[src/rtl/uart_pkg.sv]
// Shared UART definitions used by the transmitter and receiver.
//   tx_state_t      : serializer states
//   UART_START_BIT  : line level of the start bit
//   UART_STOP_BIT   : line level of the stop bit (and idle)
//   UART_DATA_BITS  : data bits per frame
package uart_pkg;

  typedef enum logic [2:0] {
    IDLE,
    START,
    DATA,
    PARITY,
    STOP
  } tx_state_t;

  localparam logic        UART_START_BIT = 1'b0;
  localparam logic        UART_STOP_BIT  = 1'b1;
  localparam int unsigned UART_DATA_BITS = 8;

endpackage

[src/rtl/uart_byte_fifo.sv]
// Circular byte FIFO with wrap-around pointers and no fall-through.
// A word written at edge E is first presented on dout during cycle E+1.
//   clk, rst_n : clock, async active-low reset
//   push, din  : write request and data (ignored while full)
//   pop, dout  : read request (ignored while empty) and head-of-queue data
//   full, empty: occupancy flags decoded from the registered count
//   count      : occupied entries, 0..DEPTH
module uart_byte_fifo #(
  parameter int unsigned WIDTH = 8,
  parameter int unsigned DEPTH = 8
) (
  input  logic                     clk,
  input  logic                     rst_n,
  input  logic                     push,
  input  logic                     pop,
  input  logic [WIDTH-1:0]         din,
  output logic [WIDTH-1:0]         dout,
  output logic                     full,
  output logic                     empty,
  output logic [$clog2(DEPTH):0]   count
);

  localparam int unsigned AW = $clog2(DEPTH);
  localparam int unsigned CW = AW + 1;

  logic [WIDTH-1:0] mem [DEPTH];
  logic [AW-1:0]    wr_ptr;
  logic [AW-1:0]    rd_ptr;
  logic             do_push;
  logic             do_pop;

  assign full    = (count == CW'(DEPTH));
  assign empty   = (count == '0);
  assign do_push = push && !full;
  assign do_pop  = pop && !empty;
  assign dout    = mem[rd_ptr];

  // Storage array; contents are don't-care until written.
  always_ff @(posedge clk) begin
    if (do_push) mem[wr_ptr] <= din;
  end

  // Pointers wrap naturally because DEPTH is a power of two.
  always_ff @(posedge clk or negedge rst_n) begin
    if (!rst_n) begin
      wr_ptr <= '0;
      rd_ptr <= '0;
      count  <= '0;
    end else begin
      if (do_push) wr_ptr <= wr_ptr + AW'(1);
      if (do_pop)  rd_ptr <= rd_ptr + AW'(1);
      case ({do_push, do_pop})
        2'b10:   count <= count + CW'(1);
        2'b01:   count <= count - CW'(1);
        default: count <= count;
      endcase
    end
  end

endmodule

[src/rtl/uart_tx_buffered.sv]
// Buffered UART transmitter: valid/ready byte intake into a FIFO, then
// 8N1 serialization, LSB first, on RsTx. Defining UART_TX_PARITY_EN inserts
// an even-parity bit after the data bits (8E1).
//   clk, rst_n : clock, async active-low reset
//   TxData     : byte to send, accepted when TxValid && TxReady
//   TxValid    : TxData valid this cycle
//   TxReady    : FIFO not full
//   RsTx       : serial line, idles high
//   TxBusy     : serializer active or FIFO non-empty
//   FifoCount  : occupied FIFO entries
module uart_tx_buffered
  import uart_pkg::*;
#(
  parameter int unsigned CLKS_PER_BIT = 1042,
  parameter int unsigned FIFO_DEPTH   = 8
) (
  input  logic                          clk,
  input  logic                          rst_n,
  input  logic [7:0]                    TxData,
  input  logic                          TxValid,
  output logic                          TxReady,
  output logic                          RsTx,
  output logic                          TxBusy,
  output logic [$clog2(FIFO_DEPTH):0]   FifoCount
);

  localparam int unsigned CNT_W = $clog2(CLKS_PER_BIT);
  localparam logic [CNT_W-1:0] CNT_LAST = CNT_W'(CLKS_PER_BIT - 1);
  localparam logic [2:0] IDX_LAST = 3'(UART_DATA_BITS - 1);

  tx_state_t  state_q, state_d;
  logic [CNT_W-1:0] cnt_q, cnt_d;
  logic [2:0] idx_q, idx_d;
  logic [7:0] shreg_q, shreg_d;
  logic       rs_tx_q, rs_tx_d;
  logic       busy_q, busy_d;
  logic       pop_c;
  logic       bit_done_c;
  logic [7:0] fifo_dout;
  logic       fifo_full;
  logic       fifo_empty;

  uart_byte_fifo #(
    .WIDTH (UART_DATA_BITS),
    .DEPTH (FIFO_DEPTH)
  ) u_fifo (
    .clk   (clk),
    .rst_n (rst_n),
    .push  (TxValid),
    .pop   (pop_c),
    .din   (TxData),
    .dout  (fifo_dout),
    .full  (fifo_full),
    .empty (fifo_empty),
    .count (FifoCount)
  );

  assign TxReady    = !fifo_full;
  assign RsTx       = rs_tx_q;
  assign TxBusy     = busy_q;
  assign bit_done_c = (cnt_q == CNT_LAST);

  // State and datapath registers.
  always_ff @(posedge clk or negedge rst_n) begin
    if (!rst_n) begin
      state_q <= IDLE;
      cnt_q   <= '0;
      idx_q   <= '0;
      shreg_q <= '0;
      rs_tx_q <= UART_STOP_BIT;
      busy_q  <= 1'b0;
    end else begin
      state_q <= state_d;
      cnt_q   <= cnt_d;
      idx_q   <= idx_d;
      shreg_q <= shreg_d;
      rs_tx_q <= rs_tx_d;
      busy_q  <= busy_d;
    end
  end

  // Next-state, bit timing and line level. The line register follows the
  // state by one clock, so a byte accepted at E0 starts its frame at E0+2.
  always_comb begin
    state_d = state_q;
    cnt_d   = cnt_q;
    idx_d   = idx_q;
    shreg_d = shreg_q;
    pop_c   = 1'b0;
    rs_tx_d = UART_STOP_BIT;
    busy_d  = (state_q != IDLE) || !fifo_empty;

    if (state_q != IDLE) cnt_d = bit_done_c ? '0 : cnt_q + CNT_W'(1);

    case (state_q)
      IDLE: begin
        if (!fifo_empty) begin
          pop_c   = 1'b1;
          shreg_d = fifo_dout;
          cnt_d   = '0;
          idx_d   = '0;
          state_d = START;
        end
      end
      START: begin
        rs_tx_d = UART_START_BIT;
        if (bit_done_c) state_d = DATA;
      end
      DATA: begin
        rs_tx_d = shreg_q[idx_q];
        if (bit_done_c) begin
          idx_d = idx_q + 3'(1);
          if (idx_q == IDX_LAST) begin
`ifdef UART_TX_PARITY_EN
            state_d = PARITY;
`else
            state_d = STOP;
`endif
          end
        end
      end
`ifdef UART_TX_PARITY_EN
      PARITY: begin
        rs_tx_d = ^shreg_q;
        if (bit_done_c) state_d = STOP;
      end
`endif
      STOP: begin
        rs_tx_d = UART_STOP_BIT;
        if (bit_done_c) state_d = IDLE;
      end
      default: begin
        state_d = IDLE;
      end
    endcase
  end

endmodule
[config.mk]
export PLATFORM = sky130hd
export DESIGN_NAME = uart_tx_buffered
export DESIGN_NICKNAME = d
export VERILOG_FILES = /design/src/rtl/uart_pkg.sv /design/src/rtl/uart_byte_fifo.sv /design/src/rtl/uart_tx_buffered.sv
export SDC_FILE = /design/constraint.sdc
export NUM_CORES = 1
export LEC_CHECK = 0
export ABC_AREA = 0
export BUFFER_PORTS_ARGS = -buffer_cell sky130_fd_sc_hd__buf_2
export CAP_MARGIN = 20
export CORE_MARGIN = 3
export CORE_UTILIZATION = 45
export CTS_BUF_LIST = sky130_fd_sc_hd__clkbuf_2 sky130_fd_sc_hd__clkbuf_4 sky130_fd_sc_hd__clkbuf_8
export DETAILED_ROUTE_END_ITERATION = 8
export SYNTH_ARGS = -nofsm -noshare
export SYNTH_HDL_FRONTEND = slang
export SYNTH_SLANG_ARGS = --single-unit
[constraint.sdc]
create_clock -name clk -period 2.2 [get_ports clk]
set_input_delay 0.22 -clock clk [delete_from_list [all_inputs] [get_ports clk]]
set_output_delay 0.22 -clock clk [all_outputs]
set_load 0.1 [all_outputs]
==> flow_summary.ini <==
[hold_path]
hp-class = input port to flop

[die]
rows = 35
fp.dieH_um = 104
core_area_mm2 = 0.00933
io_pins = 18
die_area_mm2 = 0.0109
start_util_pct = 46.6
fp.dieW_um = 104

[drt]
antenna_left = 0
num_vias = 2367
drc = 0
wl_per_cell_um = 17.3
wirelength_um = 7590
drt_pass1_iterations = 6
drt-initial-drc-count = 184
viasPerCell = 5.40

[flow_run]
drv_cap = 0

[yosys]
yosysWarnings = 0
syn_nets = 294
ys_seq_area_share_pct = 65.5
yosysUniqueCellTypes = 49
netlist.area_leader.share_pct = 44.2
async_flop_share_pct = 36.6
synth_seq_cells = 101
syn_avg_cell_area_um2 = 15.9
netlist_top_cells_count = edfxtp_1 (64), dfrtp_1 (36), nor2_1 (20)
synth_edf_count = 64
synth_area_mm2 = 0.00435
yosysMostFrequentCell = edfxtp_1
ys_top_cells_by_area = edfxtp_1 (44%), dfrtp_1 (21%), mux4_2 (9.3%)
synth_top_cell_by_area = edfxtp_1
synth-main-ff-cell = edfxtp_1
syn_inst = 274

[sta]
rsz0062_at_grt = no
drv_slew = 0
hold_viol_final = 0
min_period_over_period_pct = 92.9
max_freq_ghz = 0.489
post-route-min-period_ps = 2040
tightestPinTransition_ps = 794
fin_hold_ws_ps = 118
clock_skew_ps = 9.08
setup_viol = 0
setup_slack_ps = 157
slew_headroom_pct = 47.1

[placement]
placed_cell_area_mm2 = 0.00470
pre_cts_ws_ps = 163
port_buffers = 17
dp_hpwl_um = 5090
place_congestion = 0.824

[cells_and_area]
post-route-util_pct = 52.7
final-seq-area_mm2 = 0.00286
final_nets = 324
fillers = 775
multi_input_area_mm2 = 0.00149
fin_area_mm2 = 0.00492
drive_gt1_share_pct = 29.4
synthToLayoutAreaGrowth_pct = 13.1
diodes = 0

[clock_tree]
cts.sinks = 101
clock_tree.root_cell = clkbuf_8
cts_tree = done
clk_pin_slew_ps = 100
clockBufferDepth = 2
postCtsResizedCells = 0
cts_buffers = 9
worst_skew_pair.late_latency_ps = 370
h-tree-depth = 3

[pwr]
ir_worst_vdd_mv = 0.694
power_density_mw_per_mm2 = 1110
p_leak_nw = 1.74
total_power_mw = 5.44

[critical_path]
cp_num_buf_inv = 0
worstPathRequired_ps = 2450
crit_chain = nor4_4, nor2_4, ha_4, xor2_1, ha_1, a21oi_2, xor2_1, nor2_1, xor2_1
critPathArrivalTime_ps = 2290
cp_slowest_cell = dfrtp_2
crit_top_cell = xor2_1
worstPathMaxFanout = 8
crit_path_start_kind = flop
critPathKind = flop to flop
crit_path_end_kind = flop
slowest_delay_ps = 500
path_delay_family = flip-flops

[global_routing]
track_usage_pct = 15.4
grt_max_degree = 24
grt_pass1_wl_um = 12900
grt_overflow = 0
grt_pass1_vias = 2409
grt_antenna_before_repair = 0

[run_status]
status = finished, final reports clean
-- path summary, 6_finish.rpt --
check / startpoint / to / slack (ps) / cells past startpoint
setup / recovery: u_fifo.count[0] / u_fifo.count[2] / 160 / 9
min in group asynchronous: rst_n / shreg_q[3] / 360 / 2
hold / removal: TxData[3] / u_fifo.mem[3][3] / 120 / 1
hold reg to reg: shreg_q[4] / shreg_q[4] / 530 / 2
setup reg to reg: u_fifo.count[0] / u_fifo.count[2] / 160 / 9
max in group asynchronous: rst_n / shreg_q[4] / 1230 / 3
-- registers in the layout, indices dropped and copies added, names as in the netlist, 3 cells and up --
signal         cells
shreg_q            8
u_fifo.rd_ptr      3
cnt_q             11
state_q            3
u_fifo.wr_ptr      3
u_fifo.mem        64
u_fifo.count       4
idx_q              3
-- metal layers --
metal / share of wire [%] / vias up / GRT usage [%]
met1: 45 / 1195 / 20.7
met5: 0 / - / 0
met4: 1.3 / 0 / 3.99
met3: 3.3 / 8 / 4.28
li1: - / 1128 / -
met2: 50 / 36 / 24.7
-- final cells by class --
cell class | count | share of cell area [%]
Tap cell | 129 | 3.28
Clock buffer | 10 | 2.67
Clock inverter | 6 | 1.58
Inverter | 2 | 0.203
Sequential cell | 101 | 58.1
Timing Repair Buffer | 30 | 4.02
Multi-Input combinational cell | 160 | 30.2
-- what timing repair did --
item | 4_1_cts | 5_1_grt
endpoints found under the hold margin | 21 | 0
setup buffers | 0 | 0
hold buffers | 1 | 0
-- placed cells by master (no fill, tap or decap), types with 2 or more instances in the layout --
master     n
a21o_1     2
a21oi_1   12
a21oi_2    2
a22o_1     5
buf_2     17
buf_4     11
clkbuf_8   9
dfrtp_1   32
dfrtp_2    3
edfxtp_1  64
ha_1       8
inv_8      2
mux2_2     2
mux2i_1    9
mux4_2    18
nand2_1   12
nand2_8    2
nand2b_1   3
nand3_1    7
nor2_1    20
nor2_4     2
nor3_1     6
nor3_2     2
nor3b_1    4
nor4_1     3
o21ai_0    4
o21ai_2    4
o22ai_1    2
xnor2_1    7
xor2_1     4
-- worst reg2reg max path, delay by kind of cell, from the launching register on --
| kind | cells | cell delay (ps) |
|---|---|---|
| AO/OA/AOI/OAI | 1 | 110 |
| XOR/XNOR | 3 | 470 |
| adder cells (fa/ha/maj) | 2 | 370 |
| flip-flops | 1 | 500 |
| AND/OR/NAND/NOR | 3 | 480 |
-- kinds of logic after synthesis --
kind of cell / after synthesis / share of synthesized area, %
DFF: 101 / 65.5
and+or+nand+nor: 72 / 9.23
AOI/OAI and AO/OA: 37 / 5.75
muxes: 31 / 12.5
buffers and inverters: 13 / 2.19
xor gates and xnor gates: 11 / 2.22
adders and majority gates: 9 / 2.59
-- power breakdown --
group	total [mW]	internal (mW)	switching, mW
Clock	1.22	0.561	0.662
Combinational	1.47	0.607	0.863
Sequential	2.74	2.39	0.352
-- through the flow --
step	setup TNS, ps	cells
CTS	0	438
detailed placement	0	421
global route	0	438
finish	0	438
global placement	0	421
floorplan	-1360	274
(Power assumes the default switching activity.)
